## config.mk

```make
export PLATFORM = sky130hd
export DESIGN_NAME = inst_seq_ctrl_flat
export DESIGN_NICKNAME = d
export VERILOG_FILES = /design/src/rtl/inst_seq_ctrl_pkg.sv /design/src/rtl/inst_seq_ctrl_if.sv /design/src/rtl/inst_seq_ctrl_br_resolve.sv /design/src/rtl/inst_seq_ctrl.sv /design/src/flat_wrapper.sv
export SDC_FILE = /design/constraint.sdc
export NUM_CORES = 1
export LEC_CHECK = 0
export CELL_PAD_IN_SITES_DETAIL_PLACEMENT = 1
export CELL_PAD_IN_SITES_GLOBAL_PLACEMENT = 1
export CORE_MARGIN = 1.5
export CORE_UTILIZATION = 35
export DETAILED_ROUTE_END_ITERATION = 6
export GPL_TIMING_DRIVEN = 0
export PLACE_DENSITY = 0.94
export SLEW_MARGIN = 5
export SYNTH_ARGS = -nofsm -noshare
export SYNTH_HDL_FRONTEND = slang
export SYNTH_SLANG_ARGS = --single-unit
```

## constraint.sdc

```tcl
create_clock -name clk -period 3.6 [get_ports clk]
set_input_delay 0.36 -clock clk [delete_from_list [all_inputs] [get_ports clk]]
set_output_delay 0.36 -clock clk [all_outputs]
set_load 0.02 [all_outputs]
```

## src/rtl/inst_seq_ctrl_pkg.sv

```systemverilog
// rtl/inst_seq_ctrl_pkg.sv - shared opcodes, field positions and state encoding for the sequencer
package inst_seq_ctrl_pkg;

    // Instruction field bit positions: op=[15:12], D=[11:8], addr=[7:0]
    localparam int OP_MSB   = 15;
    localparam int OP_LSB   = 12;
    localparam int D_MSB    = 11;
    localparam int D_LSB    = 8;
    localparam int ADDR_MSB = 7;
    localparam int ADDR_LSB = 0;

    localparam logic [3:0] OP_JMP  = 4'b1000;
    localparam logic [3:0] OP_JR   = 4'b1001;
    localparam logic [3:0] OP_BEQZ = 4'b1100;
    localparam logic [3:0] OP_BNEZ = 4'b1101;
    localparam logic [3:0] OP_BLTZ = 4'b1110;

    typedef enum logic [2:0] {
        ST_IDLE,
        ST_FETCH,
        ST_ISSUE,
        ST_BR_EVAL,
        ST_HALT
    } state_t;

    function automatic logic is_ctrl_op(input logic [3:0] op);
        return (op == OP_JMP) || (op == OP_JR) || (op == OP_BEQZ) ||
               (op == OP_BNEZ) || (op == OP_BLTZ);
    endfunction

endpackage

```

## src/rtl/inst_seq_ctrl_if.sv

```systemverilog
// rtl/inst_seq_ctrl_if.sv - issue handshake and branch-flag bundle between sequencer and datapath
// master (sequencer): drives ex_valid, ex_op, ex_d, ex_addr; receives ex_ready, flag_z, flag_n, jr_target
// slave  (datapath) : the mirror image
interface inst_seq_ctrl_if #(
    parameter int PC_W = 8
);
    logic            ex_valid;
    logic            ex_ready;
    logic [3:0]      ex_op;
    logic [3:0]      ex_d;
    logic [7:0]      ex_addr;
    logic            flag_z;
    logic            flag_n;
    logic [PC_W-1:0] jr_target;

    modport master (
        output ex_valid, ex_op, ex_d, ex_addr,
        input  ex_ready, flag_z, flag_n, jr_target
    );

    modport slave (
        input  ex_valid, ex_op, ex_d, ex_addr,
        output ex_ready, flag_z, flag_n, jr_target
    );
endinterface

```

## src/rtl/inst_seq_ctrl_br_resolve.sv

```systemverilog
// rtl/inst_seq_ctrl_br_resolve.sv - combinational control-flow resolution
// in : op, flag_z, flag_n, addr, jr_target, pc
// out: is_ctrl (op is a control op), taken, target, self_loop (taken jump to its own pc = halt)
module inst_seq_ctrl_br_resolve
    import inst_seq_ctrl_pkg::*;
#(
    parameter int PC_W = 8
) (
    input  logic [3:0]      op,
    input  logic            flag_z,
    input  logic            flag_n,
    input  logic [7:0]      addr,
    input  logic [PC_W-1:0] jr_target,
    input  logic [PC_W-1:0] pc,
    output logic            is_ctrl,
    output logic            taken,
    output logic [PC_W-1:0] target,
    output logic            self_loop
);

    always_comb begin
        taken  = 1'b0;
        target = PC_W'(addr);
        case (op)
            OP_JMP:  taken = 1'b1;
            OP_JR: begin
                taken  = 1'b1;
                target = jr_target;
            end
            OP_BEQZ: taken = flag_z;
            OP_BNEZ: taken = !flag_z;
            OP_BLTZ: taken = flag_n;
            default: taken = 1'b0;
        endcase
    end

    assign is_ctrl   = is_ctrl_op(op);
    assign self_loop = taken && (target == pc);

endmodule

```

## src/rtl/inst_seq_ctrl.sv

```systemverilog
// rtl/inst_seq_ctrl.sv - fetch/issue sequencer: owns pc, fetches, issues, resolves branches, detects halt
// clk, rst (sync active-high), run (start pulse, honoured in IDLE/HALT)
// pc, cache_en, instruction: instruction-cache side (instruction is combinational read of pc)
// ex: issue handshake + branch flags (master side)
// busy (FETCH/ISSUE/BR_EVAL), halted (HALT), retired (saturating completed-instruction count)
module inst_seq_ctrl
    import inst_seq_ctrl_pkg::*;
#(
    parameter int              PC_W     = 8,
    parameter int              INST_W   = 16,
    parameter logic [PC_W-1:0] RESET_PC = '0,
    parameter int              CNT_W    = 16
) (
    input  logic              clk,
    input  logic              rst,
    input  logic              run,
    output logic [PC_W-1:0]   pc,
    output logic              cache_en,
    input  logic [INST_W-1:0] instruction,
    inst_seq_ctrl_if.master   ex,
    output logic              busy,
    output logic              halted,
    output logic [CNT_W-1:0]  retired
);

    state_t            state;
    logic [INST_W-1:0] ir;
    logic              ex_valid_q;

    logic              is_ctrl;
    logic              taken;
    logic [PC_W-1:0]   target;
    logic              self_loop;

    assign ex.ex_valid = ex_valid_q;
    assign ex.ex_op    = ir[OP_MSB:OP_LSB];
    assign ex.ex_d     = ir[D_MSB:D_LSB];
    assign ex.ex_addr  = ir[ADDR_MSB:ADDR_LSB];

    inst_seq_ctrl_br_resolve #(
        .PC_W (PC_W)
    ) u_br_resolve (
        .op        (ir[OP_MSB:OP_LSB]),
        .flag_z    (ex.flag_z),
        .flag_n    (ex.flag_n),
        .addr      (ir[ADDR_MSB:ADDR_LSB]),
        .jr_target (ex.jr_target),
        .pc        (pc),
        .is_ctrl   (is_ctrl),
        .taken     (taken),
        .target    (target),
        .self_loop (self_loop)
    );

    function automatic logic [CNT_W-1:0] sat_inc(input logic [CNT_W-1:0] v);
        return (v == '1) ? v : v + CNT_W'(1);
    endfunction

    always_ff @(posedge clk) begin
        if (rst) begin
            state      <= ST_IDLE;
            pc         <= RESET_PC;
            ir         <= '0;
            retired    <= '0;
            ex_valid_q <= 1'b0;
            cache_en   <= 1'b0;
            busy       <= 1'b0;
            halted     <= 1'b0;
        end else begin
            case (state)
                ST_IDLE, ST_HALT: begin
                    if (run) begin
                        pc       <= RESET_PC;
                        retired  <= '0;
                        cache_en <= 1'b1;
                        busy     <= 1'b1;
                        halted   <= 1'b0;
                        state    <= ST_FETCH;
                    end
                end
                ST_FETCH: begin
                    ir         <= instruction;
                    ex_valid_q <= 1'b1;
                    state      <= ST_ISSUE;
                end
                ST_ISSUE: begin
                    if (ex.ex_ready) begin
                        ex_valid_q <= 1'b0;
                        if (is_ctrl) begin
                            state <= ST_BR_EVAL;
                        end else begin
                            pc      <= pc + PC_W'(1);
                            retired <= sat_inc(retired);
                            state   <= ST_FETCH;
                        end
                    end
                end
                ST_BR_EVAL: begin
                    retired <= sat_inc(retired);
                    if (self_loop) begin
                        busy   <= 1'b0;
                        halted <= 1'b1;
                        state  <= ST_HALT;
                    end else begin
                        pc    <= taken ? target : pc + PC_W'(1);
                        state <= ST_FETCH;
                    end
                end
                default: begin
                    ex_valid_q <= 1'b0;
                    busy       <= 1'b0;
                    halted     <= 1'b0;
                    state      <= ST_IDLE;
                end
            endcase
        end
    end

endmodule
```

## src/flat_wrapper.sv

```systemverilog
// flat-port wrapper written by rule: the top's interface ports become plain ports
module inst_seq_ctrl_flat import inst_seq_ctrl_pkg::*;
#(
    parameter int              PC_W     = 8,
    parameter int              INST_W   = 16,
    parameter logic [PC_W-1:0] RESET_PC = '0,
    parameter int              CNT_W    = 16
)
  (clk, rst, run, pc, cache_en, instruction, busy, halted, retired, ex_ex_valid, ex_ex_op, ex_ex_d, ex_ex_addr, ex_ex_ready, ex_flag_z, ex_flag_n, ex_jr_target);
  inst_seq_ctrl_if #(.PC_W(PC_W)) ex_i ();
  input  logic clk;
  input  logic rst;
  input  logic run;
  output logic [PC_W-1:0] pc;
  output logic cache_en;
  input  logic [INST_W-1:0] instruction;
  output logic busy;
  output logic halted;
  output logic [CNT_W-1:0] retired;
  output wire logic [$bits(ex_i.ex_valid)-1:0] ex_ex_valid;
  output wire logic [$bits(ex_i.ex_op)-1:0] ex_ex_op;
  output wire logic [$bits(ex_i.ex_d)-1:0] ex_ex_d;
  output wire logic [$bits(ex_i.ex_addr)-1:0] ex_ex_addr;
  input wire logic [$bits(ex_i.ex_ready)-1:0] ex_ex_ready;
  input wire logic [$bits(ex_i.flag_z)-1:0] ex_flag_z;
  input wire logic [$bits(ex_i.flag_n)-1:0] ex_flag_n;
  input wire logic [$bits(ex_i.jr_target)-1:0] ex_jr_target;
  assign ex_ex_valid = ex_i.ex_valid;
  assign ex_ex_op = ex_i.ex_op;
  assign ex_ex_d = ex_i.ex_d;
  assign ex_ex_addr = ex_i.ex_addr;
  assign ex_i.ex_ready = ex_ex_ready;
  assign ex_i.flag_z = ex_flag_z;
  assign ex_i.flag_n = ex_flag_n;
  assign ex_i.jr_target = ex_jr_target;
  inst_seq_ctrl #(.PC_W(PC_W), .INST_W(INST_W), .RESET_PC(RESET_PC), .CNT_W(CNT_W)) u_core (.clk(clk), .rst(rst), .run(run), .pc(pc), .cache_en(cache_en), .instruction(instruction), .ex(ex_i), .busy(busy), .halted(halted), .retired(retired));
endmodule
```

# Word-level counts from Yosys, hierarchy flattened
# Cells that the tools add are included.
# classes
add_sub_neg	2
eq_ne	16
n_mux	26
bitwise	2
n_reduce_logical	18
# op_table
cell	count
$mux W16	4
$mux W8	6
$pmux W16 S3	1
$pmux W8 S3	1
$eq A4 B4 Y1 const B	5
$add A16 B1 Y16 const B	1
$eq A16 B16 Y1 const B	1
$pmux W3 S4	1
$mux W3	3
$pmux W1 S3	3
$add A8 B1 Y8 const B	1
$eq A8 B8 Y1	1
$ne A2 B2 Y1 const B	4
$eq A3 B2 Y1 const B	2
$reduce_and A2 Y1	3
$reduce_or A2 Y1	3
$mux W1	5
$reduce_and A5 Y1	1
$logic_or A1 B1 Y1	4
$pmux W1 S4	1
$reduce_and A4 Y1	1
$eq A3 B1 Y1 const B	1
$eq A3 B3 Y1 const B	1
$logic_not A3 Y1	1
other kinds (8)	9
# word_totals
ff_bits	47
output_inout_bits	44
elab_cells	72

# Depth between registers and ports, before layout
# Gate-level depths: netlist of the first run.
# depth
word_depth	8
mapped_depth	9

# By module
# A second synthesis of the first run with hierarchy kept.
# unflattened
hier_cells	352
hier_area_um2	2746.4
# by_module_without_submodules
mod	n_inst	cells_per_inst	area_per_inst_um2	seq_area_each_um2
inst_seq_ctrl	1	292	2301.0	940.9
inst_seq_ctrl_br_resolve	1	60	445.4	0.0

# Least setup slack after synthesis of the first run
# Ideal clock, no wire load.
# synth_timing
path_type	reg2reg
startpoint	register u_core.retired[0]
endpoint	register u_core.retired[0]
setup_ns	0.122
arrival_time_ns	1.887
required_time_ns	3.478
path_slack_ns	1.590
path_stages_with_launch	9
path_buffers	1
period_less_slack_ns	2.010
path_cell_list	dfxtp_1 > ha_1 > nand2_1 > or2_2 > nor4_1 > buf_2 > nor2_1 > xnor2_1 > nor2_1
# synth_between
elab_chain_len	5
elab_cells_between_ends	6
# synth_lines
element	line	rtl
from (decl)	inst_seq_ctrl.sv:23	output logic [CNT_W-1:0] retired
from (signal assigned)	inst_seq_ctrl.sv:93	retired <= sat_inc(retired);
from (signal assigned)	inst_seq_ctrl.sv:99	retired <= sat_inc(retired);
$add A16 B1 Y16 or $eq A16 B16 Y1 (tied branches)	inst_seq_ctrl.sv:56	return (v == '1) ? v : v + CNT_W'(1);
$mux W16 (*)	inst_seq_ctrl.sv:56	
$mux W16	inst_seq_ctrl.sv:89	if (is_ctrl) begin
$mux W16	inst_seq_ctrl.sv:87	if (ex.ex_ready) begin
$pmux W16 S3 (*)	inst_seq_ctrl.sv:70	case (state)
# Every way passes the cells marked *; elsewhere a longest branch is shown, timed or not. The select of a mux whose other input is x is not followed.
# A chain may end at the register's enable or synchronous reset.

# Worst setup path after layout of the first run
# layout_timing
startpoint	register u_core.ir[13]
endpoint	register u_core.pc[5]
# layout_between
elab_chain_len	7
elab_cells_between_ends	20
# layout_lines
element	line	rtl
from (decl)	inst_seq_ctrl.sv:27	logic [INST_W-1:0] ir;
from (signal assigned)	inst_seq_ctrl.sv:82	ir <= instruction;
parallel branches: the longest is 7 deep, another holds $mux W8	n/a	
to (signal assigned)	inst_seq_ctrl.sv:92	pc <= pc + PC_W'(1);
to (signal assigned)	inst_seq_ctrl.sv:105	pc <= taken ? target : pc + PC_W'(1);
to (decl)	inst_seq_ctrl.sv:17	output logic [PC_W-1:0] pc,
# Several ways; the timed one is not identified. The select of a mux whose other input is x is not followed.

==> impl.org, run 1 <==
** Status
- The run finished with clean final reports.

** Detailed routing
- In this run, the number of DRC markers left after iteration 0 of detailed routing was 130.
- First-pass DRT Iterations :: 4
- Post-detailed-route DRC marker count :: 0
- Top Metal Used :: met4
- Met3 WL post-DR :: 467 µm
- Summed over all nets, wire length on met2 after detailed routing comes to roughly 4200 µm.
- Average routed wire per standard cell :: 16.5 µm
- Via count of the routed design :: 2,630
- Antenna-violating nets left :: 0
- Vias per cell :: 5.25
- For this block, wires on met1 add up to 3400 µm.
- Final wirelength :: ~8300 µm

** Synthesis
- For this run, the leading register cell type out of synthesis is dfxtp_1.
- Cells after Synth :: 324
- For this run, asynchronously set or reset flops after synthesis account for 0%.
- For this run, the register share of the synthesized area comes to 37.8%.
- Synth Cell Area :: about 0.0025 mm²
- Averaged over all synthesized cells, the footprint is 7.69 µm².
- Register bit count reported by yosys :: 47
- Yosys mapped a number of flops with a built-in enable equal to 0.
- Number of distinct library cells after synthesis :: 48
- Count of yosys warnings during synthesis :: 0
- Nets in the synthesized netlist :: 356

** Cells and area
- The library cells used most frequently in the layout, excluding fill and tap cells, are clkdlybuf4s50_1 (73), nand2_1 (53), dfxtp_1 (47).
- Final instance area :: about 0.0035 mm²
- Antenna cells :: 0
- Number of nets in the layout :: 436
- Area added between synthesis and finish :: 38.8%
- Final design utilization :: 50.6%
- Most common library cell in the layout ignoring fill and taps :: clkdlybuf4s50_1
- Layout cell share with drive strength beyond 1 :: 5.68%
- The finished layout holds 501 standard cells, fillers aside.

** Global route
- Maximum number of pins on one net before global-route repair :: 17
- Sum of overflow across all layers after global routing :: 0
- Wire length of the first global-routing pass :: 13,800 µm
- The number of global-route vias before repair was 2,875.
- Antenna violations before repair :: 0
- Global router's overall resource usage :: 23.0%

** Setup path
- Counting cells, the worst reg-to-reg path comes to 6.
- Worst Setup EP :: u_core.pc[5]$_SDFFE_PP0P_
- Worst reg2reg endpoint :: u_core.pc[5]$_SDFFE_PP0P_
- The critical path is of the reg2reg type.
- Reg-to-reg setup timing slack :: 1.27 ns
- STA classifies the critical path startpoint as a register.
- Crit-path max FO :: 10
- STA puts the critical path data required time at 3.83 ns.
- The critical path starts at u_core.ir[13]$_SDFFE_PP0P_.
- Worst Setup End Kind :: register
- The worst register-to-register path begins at u_core.ir[13]$_SDFFE_PP0P_.
- Data arrival time of the critical path :: about 2.6 ns

** STA
- The final count of hold timing violations was 0.
- Setup violation total in the final timing report :: 0
- Setup repair after global routing left no endpoint under its margin.
- In the finished design, the share of the clock period the worst path needs comes to 64.7%.
- Across the routed clock network, the largest skew measured is 0.00831 ns.
- Slew at the pin with the worst max-slew slack :: about 0.87 ns
- After layout, the minimum clock period comes to 2.33 ns.
- The final-report max-slew violation count is 0.
- Final Worst Setup Slack :: ~1.3 ns
- Setup total negative slack :: 0 ns
- Based on the critical path, the design can be clocked at up to approximately 430 MHz.
- Headroom to the max-slew limit came out at 41.9%.

** Clock network
- In this run the deepest clock path goes through 2 buffers.
- The clock tree synthesis step divided the H-tree into 2 levels.
- Counting the buffers created by CTS gives 5.
- Buffers inserted during post-CTS setup optimization :: 0
- After clock tree synthesis, the clock-pin slew on the worst setup and hold paths is 0.10 ns.
- TritonCTS built the clock tree.
- Root buffer cell :: clkbuf_8
- Clock latency on the worst-skew pair :: 0.32 ns
- Sinks on the clock net :: 47
- Once the clock tree was built, the resizer swapped 0 gates to a different size.
- The number of hold buffers added after CTS was 0.

** Run
- Max-cap violations :: 0

** Die
- Top-level I/O count :: 74
- Overall die height :: 87.4 µm
- The floorplan has 30 rows.
- Width of the chip :: 87.4 µm
- Initial standard-cell utilization of the core :: 36.5%
- The core region is 0.00683 mm².
- The die covers 0.00763 mm².

** Pwr
- Part of the power in registers :: around 42%
- Of the total power, the share spent switching nets is 33.9%.
- The worst-case IR drop observed on VDD is about 230 µV.
- The analysis attributes to cell leakage a power of 1.09 nW.
- Of the total power, combinational logic draws about 27%.
- The internal portion of the total power is 928 µW.
- The share of total power dissipated in the clock network is 30.3%.
- Pwr dens :: 406 mW/mm²
- Net switching power :: 477 µW

** Place
- After detailed placement, the total cell area comes to roughly 0.0033 mm².
- In this run, placement finished with an instance count of 493.
- Buffers placed on the I/O ports in this run total 73.
- Total half-perimeter wirelength after legalization and detailed placement :: 6070 µm
- At the placement stage, the worst setup path has a slack of between 1 and 1.5 ns.
- At the end of routability-driven placement, the weighted congestion stood at roughly 0.80.

** Worst hold path
- Class of the most critical hold timing path :: reg2reg
- The startpoint identified for the worst hold timing path is u_core.ir[11]$_SDFFE_PP0P_.
[stage by stage]
stage	hold slack, ns	power [mW]
floorplan	0.496	0.819
global placement	0.442	0.966
detailed placement	0.454	0.987
CTS	0.472	1.41
global route	0.491	1.46
finish	0.469	1.41
[registers in the layout (all words and copies together), names as in the netlist]
name / cells
u_core.ir: 16
u_core.retired: 16
u_core.pc: 8
u_core.state: 3
u_core.busy: 1
u_core.cache_en: 1
u_core.ex.ex_valid: 1
u_core.halted: 1
[worst max-delay path, cell delays in order (launching register included)]
cell	delay, ns
dfxtp_1	0.51
nand2b_1	0.15
a21oi_1	0.06
o211ai_1	0.72
a21oi_1	0.19
or4_1	0.49
o32ai_2	0.13
[power by group through the flow]
stage | combinational [mW] | clock (mW) | sequential (mW)
final | 0.384 | 0.425 | 0.596
after global routing | 0.418 | 0.443 | 0.601
after CTS | 0.386 | 0.431 | 0.596
after detailed placement | 0.380 | 0 | 0.606
after global placement | 0.362 | 0 | 0.604
after floorplan | 0.184 | 0 | 0.635
[cell families (layout without fill, tap and decap cells)]
family                     Yosys count  in the layout  synth area share, %
buffers and inverters               28            109                 4.67
AOI/OAI and AO/OA                   69             69                 16.8
DFF                                 47             47                 37.8
muxes                                7              7                 2.96
xor gates and xnor gates            24             24                 8.44
and+or+nand+nor                    147            147                 28.4
adders and majority gates            2              2                 1.00
[per-layer routing]
layer  vias to the layer above  global-route usage (%)
met5                         -                       0
met4                         0                    10.4
met3                        19                    5.21
met2                        89                    41.3
met1                      1260                    25.8
li1                       1262                       -
[cells in the mapped netlist (2+ instances only)]
cell	instances	area (µm²)
a21oi_1	32	160
a22oi_1	6	45.0
nor2_1	41	154
clkbuf_1	15	56.3
nand3b_1	2	15.0
or2_2	2	12.5
o211ai_1	4	30.0
or3_1	2	12.5
buf_2	3	15.0
a211oi_1	2	15.0
nand2_1	53	199
nor3b_1	2	15.0
xnor2_1	22	193
inv_1	8	30.0
mux2i_1	6	60.1
and2_1	4	25.0
o22a_1	2	17.5
dfxtp_1	47	941
nand2b_1	5	31.3
nand3_1	9	45.0
ha_1	2	25.0
nor3_1	10	50.1
o21ai_0	14	70.1
nor4_1	2	12.5
nand4_1	3	18.8
o22ai_1	2	12.5
xor2_1	2	17.5
and3_1	2	12.5
[cell type report]
class	instances	area, µm²
Clock buffer	5	68.8
Multi-Input combinational cell	249	1430
Fill cell	873	3370
Clock inverter	3	46.3
Timing Repair Buffer	73	731
Inverter	8	30.0
Sequential cell	47	941
Buffer	20	86.3
Tap cell	96	120
[worst min-delay path by stage]
stage / end / depth (start not counted)
3_5_place_dp: u_core.ir[11]$_SDFFE_PP0P_ / 2
5_1_grt: u_core.ir[10]$_SDFFE_PP0P_ / 2
2_1_floorplan: u_core.ir[10]$_SDFFE_PP0P_ / 2
4_1_cts: u_core.ir[11]$_SDFFE_PP0P_ / 2
6_report: u_core.ir[11]$_SDFFE_PP0P_ / 2
3_3_place_gp: u_core.ir[10]$_SDFFE_PP0P_ / 2
Note: power is estimated with default switching activity, not from simulation.
==> run 2: changes to the inputs <==
--- a/config.mk
+++ b/config.mk
@@ -8,10 +8,10 @@
 export CELL_PAD_IN_SITES_DETAIL_PLACEMENT = 1
 export CELL_PAD_IN_SITES_GLOBAL_PLACEMENT = 1
 export CORE_MARGIN = 1.5
-export CORE_UTILIZATION = 35
+export CORE_UTILIZATION = 30
 export DETAILED_ROUTE_END_ITERATION = 6
 export GPL_TIMING_DRIVEN = 0
-export PLACE_DENSITY = 0.94
+export PLACE_DENSITY = 0.86
 export SLEW_MARGIN = 5
 export SYNTH_ARGS = -nofsm -noshare
 export SYNTH_HDL_FRONTEND = slang
==> constraint.sdc (replaced) <==
create_clock -name clk -period 2 [get_ports clk]
set_input_delay 0.2 -clock clk [delete_from_list [all_inputs] [get_ports clk]]
set_output_delay 0.2 -clock clk [all_outputs]
set_load 0.02 [all_outputs]
==> impl.org, run 2 (synthesized netlist as in run 1, its figures left out) <==
** Global route
- Global routing used 17.8% of the available tracks across all layers.
- Wire length of the first global-routing pass :: 12,600 µm
- The number of global-route vias before repair came to ~2,600.
- Entering global routing, the biggest net connects 16 pins.
- Antenna violations before repair :: 0
- Sum of overflow across all layers after global routing :: 0

** Cells and area
- Largest registers :: u_core.ir x16, u_core.retired x16, u_core.pc x8
- Multi-input gate area in the final layout :: 0.00152 mm²
- In the final layout, flip-flops and latches occupy 953 µm².
- Number of nets in the layout :: 447
- The library cell used most frequently in the layout, excluding fill and tap cells, is clkdlybuf4s50_1.
- Antenna cells :: 0
- Summing all non-filler instances in the final layout gives an area of 0.00368 mm².
- Relative to the synthesized area, the layout overhead comes to 47.7%.
- Layout cell share with drive strength beyond 1 :: 15.1%
- After filler insertion, the fill cell instance count of the layout stands at just under 1,000.
- Final design utilization :: between 40% and 50%
- Leaving out fill and tap cells, the most frequent cells in the layout are clkdlybuf4s50_1 (73), nand2_1 (53), nor2_1 (38).

** Clock network
- TritonCTS built the clock tree.
- Root buffer cell :: clkbuf_8
- Sinks on the clock net :: between 40 and 50
- After clock tree synthesis, the clock-pin slew on the worst setup and hold paths is 0.10 ns.
- For this design, the CTS-stage hold fixing added 0 buffers.
- CTS max path bufs :: 2
- Clock latency on the worst-skew pair :: between 0.3 and 0.4 ns
- CTS buffer count :: 5
- The H-tree was split into 2 levels.

** STA
- In the final timing run, aggregate negative setup slack is -0.0262 ns.
- Unrepaired setup endpoints after global routing :: true
- Max Clock Freq :: 494 MHz
- Fin Clk Skew :: 0.00974 ns
- Final Worst Setup Slack :: -0.0262 ns
- At the pin with the least slew margin, the transition time is 0.538 ns.
- Setup violation total in the final timing report :: 1
- The final count of hold timing violations is 0.
- Headroom to the max-slew limit came out at 64.0%.
- Final Max Tran Viols :: 0
- For the finished layout, the period the worst path requires is between 2 and 2.5 ns.
- The final critical path takes up 101% of the cycle.

** Detailed routing
- Final wirelength :: ~8000 µm
- Count of routing violations after the opening detailed-route iteration :: 95
- Average routed wire per standard cell :: ~15 µm
- The first detailed-routing pass ran for 4 iterations.
- Via count of the routed design :: 2,634
- The count of nets left with antenna violations once routing finished came out at 0.
- Post-detailed-route DRC marker count :: 0
- In the routed layout, each cell is associated on average with a via count of 5.06.

** Status
- Run status :: complete, but fails checks
- The checks that failed: setup timing.

** Pwr
- The worst-case IR drop observed on VDD is 399 µV.
- Dividing total power by cell area gives a power density of around 700 mW/mm².
- For this design the static power due to leakage is 1.20 nW.
- PnR Total Power :: roughly 2.5 mW

** Die
- Overall die height :: 94.1 µm
- Initial standard-cell utilization of the core :: 30.6%
- After floorplanning, the core was sized to cover 0.00813 mm².
- Width of the chip :: 94.1 µm
- Die area :: slightly below 0.009 mm²
- Top-level I/O count :: 74
- # rows :: 33

** Setup path
- Worst reg2reg endpoint :: u_core.pc[5]$_SDFFE_PP0P_
- For the worst setup path, the data required time is 2.22 ns.
- By startpoint and endpoint, the worst setup path is classified as reg2reg.
- Counting cells, the worst reg-to-reg path comes to 7.
- Reg-to-reg setup timing slack :: -0.03 ns
- Worst Setup End Kind :: register
- Sort of element at the start of the critical path :: register
- Crit-path max FO :: 7
- The startpoint identified for the worst register-to-register timing path is u_core.ir[14]$_SDFFE_PP0P_.
- Data arrival time of the critical path :: 2.25 ns

** Place
- Pre-CTS setup slack :: -0.454 ns
- Buffers placed on the I/O ports in this run total between 70 and 80.
- The congestion estimate from routability-driven global placement came to 0.793.
- Total half-perimeter wirelength after legalization and detailed placement :: 5770 µm
- In this run the cell area measured after placement is 0.00335 mm².

** Run
- The tool flagged a number of max-cap violations equal to 0.

** Worst hold path
- Counting instances, the worst hold path has a depth of 3.
- The path class of the tightest hold or removal check is in2reg.
- Endpoint of the worst hold-timing path :: u_core.ir[15]$_SDFFE_PP0P_
- HP Start :: instruction[15]
-- run 2: power breakdown --
group,switching [mW],internal [mW]
sequential,0.0838,1.01
clock,0.350,0.373
combinational,0.386,0.319
total,0.820,1.70
-- run 2: metrics by stage --
step                      std cells  hold WS (ns)
after global routing            521         0.448
after floorplan                 324         0.336
after detailed placement        502         0.449
after global placement          502         0.443
after CTS                       518         0.434
final                           521         0.430
-- run 2: how the worst max path moves through the flow --
stage	from	endpoint	slack [ns]	depth (start not counted)
floorplan	u_core.retired[1]$_SDFFE_PP0P_	u_core.retired[0]$_SDFFE_PP0P_	0.009	8
global placement	ex_flag_z	u_core.pc[3]$_SDFFE_PP0P_	-0.32	8
detailed placement	ex_flag_z	u_core.pc[3]$_SDFFE_PP0P_	-0.45	8
CTS	u_core.ir[13]$_SDFFE_PP0P_	u_core.pc[5]$_SDFFE_PP0P_	-0.02	7
global route	u_core.ir[14]$_SDFFE_PP0P_	u_core.pc[5]$_SDFFE_PP0P_	-0.15	7
finish	u_core.ir[14]$_SDFFE_PP0P_	u_core.pc[5]$_SDFFE_PP0P_	-0.03	7
-- run 2: layout make-up --
class	count	share of cell area [%]
Buffer	16	2.35
Clock buffer	5	1.87
Inverter	8	0.816
Tap cell	105	3.57
Timing Repair Buffer	88	22.9
Sequential cell	47	25.9
Clock inverter	3	1.19
Multi-Input combinational cell	249	41.4
-- run 2: layer usage --
metal	vias to the layer above	GRT usage [%]	part of all wire, %
met5	-	0	0
met4	0	4.98	1.8
met3	14	4.94	5.5
met2	67	32.5	52
met1	1268	20.0	40
li1	1285	-	-
-- run 2: worst max-delay path: stages, from the launching register on --
cell	delay [ns]
dfxtp_2	0.36
and4bb_4	0.41
mux2i_2	0.29
xnor2_1	0.12
nor4_2	0.23
and3_4	0.27
a21oi_2	0.07
o32ai_2	0.20
-- run 2: repair_timing --
action / in CTS / in global routing
buffers inserted: 8 / 7
pin swaps: 3 / 5
resized for setup: 14 / 21
setup endpoints to repair: 36 / 36
==> edit 1, RTL diff (flow settings as in run 1) <==
Register the output `retired` once more, cleared by the reset; this adds one clock of latency there. The other outputs are not delayed to match.
--- a/src/rtl/inst_seq_ctrl.sv
+++ b/src/rtl/inst_seq_ctrl.sv
@@ -22,6 +22,8 @@
     output logic              halted,
     output logic [CNT_W-1:0]  retired
 );
+
+    logic [CNT_W-1:0] retired_s0;
 
     state_t            state;
     logic [INST_W-1:0] ir;
@@ -61,7 +63,7 @@
             state      <= ST_IDLE;
             pc         <= RESET_PC;
             ir         <= '0;
-            retired    <= '0;
+            retired_s0 <= '0;
             ex_valid_q <= 1'b0;
             cache_en   <= 1'b0;
             busy       <= 1'b0;
@@ -71,7 +73,7 @@
                 ST_IDLE, ST_HALT: begin
                     if (run) begin
                         pc       <= RESET_PC;
-                        retired  <= '0;
+                        retired_s0 <= '0;
                         cache_en <= 1'b1;
                         busy     <= 1'b1;
                         halted   <= 1'b0;
@@ -90,13 +92,13 @@
                             state <= ST_BR_EVAL;
                         end else begin
                             pc      <= pc + PC_W'(1);
-                            retired <= sat_inc(retired);
+                            retired_s0 <= sat_inc(retired_s0);
                             state   <= ST_FETCH;
                         end
                     end
                 end
                 ST_BR_EVAL: begin
-                    retired <= sat_inc(retired);
+                    retired_s0 <= sat_inc(retired_s0);
                     if (self_loop) begin
                         busy   <= 1'b0;
                         halted <= 1'b1;
@@ -116,4 +118,12 @@
         end
     end
 
+    always_ff @(posedge clk) begin
+        if (rst) begin
+            retired <= '0;
+        end else begin
+            retired <= retired_s0;
+        end
+    end
+
 endmodule
Formal check against the unedited RTL: not equivalent (Yosys sat finds a counterexample within 4 cycles, from zero or initial values and one cycle with rst high).
==> edit 1 against run 1 <==
Maximum frequency fell by 0.79%; worst setup slack got worse by 0.019 ns; design area grew 18%; sequential cell count increased by 16; sequential power increased by 24%; synthesized area rose by 22%; routed wire length is 15% higher; first-iteration DRC count up 100%; power rose by 15%; largest cell class unchanged.
==> edit 1: results (changes against run 1) <==
RUN_STATUS='finished, final reports clean'
IR_DROP_mV=0.2029  # -13%
NETLIST_INSTANCES=364  # +12%
NUM-NETS-FINAL=479  # +9.9%
GRT_USAGE=0.2194  # -0.01110
GRT_MAX_DEGREE=13  # -4
DRT_ITER0_MARKERS=261  # +100%
DPL_WORST_SLACK_NS=1.172  # +0.1181 ns
MIN_PATH_TYPE='in2reg'
TOTALWIRELENGTH_UM=9546  # +15%
DPL_CELL_AREA_UM2=3884  # +16%
PLACE.GP.CONGESTION=0.9002  # +12%
SYNTH_NETS=396  # +11%
POST-ROUTE-MIN-PERIOD_NS=2.347  # +0.01861 ns
SLEW_AT_THE_PIN_CLOSEST_TO_ITS_MAX_SLEW_LIMIT_NS=0.5511  # -0.3170 ns
FINAL_CELL_COUNT_NO_FILL=557  # +11%
R2R-START='u_core.pc[0]'
NUMCTSBUFFERS=9  # +4
SYNTH.AREA.MUX_SHARE=0.008254  # -0.02138
ROUTE.MET3.WL_UM=433  # -7.3%
CLK_PIN_SLEW_WORST_PATHS_NS=0.08  # -0.02 ns
SETUP.WORST_PATH.END='u_core.pc[7]'
GRT_USE_MET2=0.3826  # -0.03066
POST_SYNTHESIS_SEQUENTIAL_AREA_RATIO=0.4160  # +0.03831
R2R_CELLS=9  # +3
SHARE_OF_CELLS_ABOVE_DRIVE_STRENGTH_1=0.07965  # +0.02286
CLOCK_SKEW_NS=0.01378  # +0.005466 ns
HPWL_UM=6782  # +12%
CLKLATENCYLATEPIN_NS=0.36  # +0.04 ns
CRITPATHTOPFAMILY='simple AND/OR/NAND/NOR gates'
TIMING.CRITICAL_PATH.SLOWEST_CELL_DELAY_NS=0.39  # -0.33 ns
SYNTH_XOR_AREA_FRAC=0.07222  # -0.01216
CP_MAX_FO=9  # -1
CP.BUFFERS_INVERTERS=3  # +3
DR_WL_MET2_UM=4850  # +15%
WORST_HOLD_STARTPOINT='rst'
HTREEDEPTH=3  # +1
M1WIRELENGTH_UM=4047  # +19%
VIAS_IN_THE_FIRST_GLOBAL_ROUTE=3021  # +5.1%
PLACE_INST=541  # +9.7%
GLOBALROUTEMET1UTIL=0.2573  # -0.0007362
FIN_WORST_HOLD_SLACK_NS=0.4637  # -0.005501 ns
RANKING_OF_SYNTHESIZED_CELLS_BY_AREA='sky130_fd_sc_hd__dfxtp_1 42%, sky130_fd_sc_hd__nand2_1 6.2%, sky130_fd_sc_hd__a21oi_1 5.1%, sky130_fd_sc_hd__xor2_1 4.3%, sky130_fd_sc_hd__nor2_1 3.8%'
FIRST_PASS_GRT_WIRE_LENGTH_UM=15340  # +11%
REG_TOP3='u_core.ir: 16 flops, u_core.retired: 16 flops, u_core.retired_s0: 16 flops'
N_FILL_CELL=992  # +14%
VIA_PER_INST=5.391  # +2.7%
## edit 1: cell count changes after synthesis, moves of 10 or more
cell	change
sky130_fd_sc_hd__dfxtp_1	+16
sky130_fd_sc_hd__nand3_1	+13
sky130_fd_sc_hd__nor2_1	-10
sky130_fd_sc_hd__nor2b_1	+16
sky130_fd_sc_hd__xnor2_1	-12
sky130_fd_sc_hd__xor2_1	+13
## edit 1: layout make-up
class	instances	area, um^2	share of cell area
multi-input combinational	270	1633	0.3993
sequential	63	1261	0.3084
timing repair buffer	72	720.7	0.1763
clock buffer	10	137.6	0.03366
tap	105	131.4	0.03213
buffer	20	96.34	0.02356
clock inverter	6	67.56	0.01652
inverter	11	41.29	0.01010
## edit 1: power breakdown
group | switching (mW) | internal (mW) | total, mW
Combinational | 0.129 | 0.103 | 0.233
Sequential | 0.0213 | 0.716 | 0.738
Clock | 0.306 | 0.341 | 0.646
==> edit 2, RTL diff (config.mk and constraints of run 1) <==
Without the edit above. The 5 states of `state_t` get a one-hot encoding in 5 bits.
--- a/src/rtl/inst_seq_ctrl_pkg.sv
+++ b/src/rtl/inst_seq_ctrl_pkg.sv
@@ -15,12 +15,12 @@
     localparam logic [3:0] OP_BNEZ = 4'b1101;
     localparam logic [3:0] OP_BLTZ = 4'b1110;
 
-    typedef enum logic [2:0] {
-        ST_IDLE,
-        ST_FETCH,
-        ST_ISSUE,
-        ST_BR_EVAL,
-        ST_HALT
+    typedef enum logic [4:0] {
+        ST_IDLE    = 5'b00001,
+        ST_FETCH   = 5'b00010,
+        ST_ISSUE   = 5'b00100,
+        ST_BR_EVAL = 5'b01000,
+        ST_HALT    = 5'b10000
     } state_t;
 
     function automatic logic is_ctrl_op(input logic [3:0] op);
Behaviour: no difference found for any inputs over 4 cycles, from zero or initial values and one cycle with rst high; so few cycles prove little.
==> edit 2 against run 1 <==
Routed wire length is 16% higher; worst setup slack worse by 0.50 ns; largest power group unchanged; count of clock-buffer cells in the layout stayed put; design area is 8.8% higher; sequential power is 6.2% higher; via count is 17% higher; power is 11% higher; synthesized area is 13% higher; sequential cell count is 2 higher.
==> edit 2: results (changes against run 1) <==
SYNTH.AVG_CELL_AREA_UM2=8.092  # +5.2%
FIRST_PASS_GRT_WIRE_LENGTH_UM=15690  # +14%
GRT_USAGE=0.2244  # -0.006020
CELLLEAKAGEPOWER_nW=1.158  # +6.1%
VIAS_IN_THE_FIRST_GLOBAL_ROUTE=3221  # +12%
PLACE.GP.CONGESTION=0.8661  # +7.9%
NUM-NETS-FINAL=460  # +5.5%
RUN_STATUS='finished, final reports clean'
WORST_EP_ARRIVAL_TIME_NS=3.03  # +0.47 ns
PLACE_INST=523  # +6.1%
YS_TOP_CELLS_BY_COUNT='49 x sky130_fd_sc_hd__dfxtp_1, 48 x sky130_fd_sc_hd__nand2_1, 46 x sky130_fd_sc_hd__a21oi_1, 14 x sky130_fd_sc_hd__inv_1'
RANKING_OF_SYNTHESIZED_CELLS_BY_AREA='sky130_fd_sc_hd__dfxtp_1 35%, sky130_fd_sc_hd__a21oi_1 8.2%, sky130_fd_sc_hd__nand2_1 6.4%, sky130_fd_sc_hd__o32ai_1 3.4%, sky130_fd_sc_hd__mux2i_1 3.2%'
IR_DROP_mV=0.2040  # -12%
SETUP_WS_NS=0.7713  # -0.5000 ns
VIA_COUNT=3065  # +17%
SLEW_AT_THE_PIN_CLOSEST_TO_ITS_MAX_SLEW_LIMIT_NS=0.9103  # +0.04216 ns
SYNTH.LIB_CELLS_USED.DISTINCT=59  # +23%
CLOCK_SKEW_NS=0.01314  # +0.004827 ns
POST_SYNTHESIS_SEQUENTIAL_AREA_RATIO=0.3474  # -0.03034
YS_WARN_COUNT=0  # unchanged
HPWL_UM=7179  # +18%
DRT_ITER0_MARKERS=172  # +32%
DPL_WORST_SLACK_NS=0.7087  # -0.3457 ns
FIN_WORST_HOLD_SLACK_NS=0.4665  # -0.002611 ns
DPL_CELL_AREA_UM2=3672  # +9.9%
SHARE_OF_CELLS_ABOVE_DRIVE_STRENGTH_1=0.06760  # +0.01081
SYNTH_NETS=381  # +7.0%
PORT_BUF_INSERTS=72  # -1.4%
FINAL_CELL_COUNT_NO_FILL=531  # +6.0%
-- edit 2: cell types whose count changed in the layout (fill, tap and decap cells not counted), moves of 8 or more --
cell,run 1,this run
sky130_fd_sc_hd__xnor2_1,22,4
sky130_fd_sc_hd__a21oi_1,32,46
sky130_fd_sc_hd__or4_1,1,9
sky130_fd_sc_hd__o32ai_1,0,11
sky130_fd_sc_hd__o31ai_1,0,8
sky130_fd_sc_hd__nor2_1,41,12
-- edit 2: critical path, stage by stage (launching register included) --
cell                       delay, ns
sky130_fd_sc_hd__dfxtp_1        0.31
sky130_fd_sc_hd__buf_2          0.17
sky130_fd_sc_hd__nor3_4         0.30
sky130_fd_sc_hd__and2_1         0.17
sky130_fd_sc_hd__buf_2          0.15
sky130_fd_sc_hd__o211ai_1       0.37
sky130_fd_sc_hd__nor4_4         0.73
sky130_fd_sc_hd__a21o_1         0.20
sky130_fd_sc_hd__buf_2          0.21
sky130_fd_sc_hd__o32ai_1        0.11
-- edit 2: path summary, 6_finish.rpt --
check,from,end,depth (start not counted)
worst min-delay path,u_core.ir[11],u_core.ir[11],2
worst min register to register,u_core.ir[11],u_core.ir[11],2
worst max register to register,u_core.state[0],u_core.pc[7],9
worst max-delay path,u_core.state[0],u_core.pc[7],9
-- edit 2: layout make-up --
class	instances	area [um^2]	share of cell area
inverters	14	52.55	0.01397
multi-input cells	266	1693	0.4499
plain buffers	20	97.59	0.02594
flip-flops and latches	49	980.9	0.2607
clock buffers	5	68.82	0.01829
clock inverters	3	21.27	0.005653
well taps	102	127.6	0.03392
repair buffers	72	720.7	0.1916
-- edit 2: power breakdown --
group	switching [mW]	total (mW)	leakage [nW]	internal, mW
logic	0.330	0.561	0.717	0.231
clock network	0.223	0.362	0.0445	0.139
registers	0.0520	0.633	0.397	0.581
total	0.605	1.56	1.16	0.952
-- edit 2: kinds of logic (layout without fill, tap and decap cells) --
group           after synthesis  in the layout  share of synthesized area
mux                           9              9                    0.03190
xor+xnor                      7              7                    0.02437
flops                        49             49                     0.3474
simple gates                137            137                     0.2729
buf+inv                      34            114                    0.05317
compound gates              111            111                     0.2614
fa+ha+maj                     2              2                   0.008860
-- edit 2: per-layer routing --
metal,vias up,share of wire,track usage
met2,75,0.50,0.3948
met1,1504,0.45,0.2823
met5,-,0,0
met3,18,0.027,0.02627
met4,0,0.019,0.07449
li1,1468,-,-
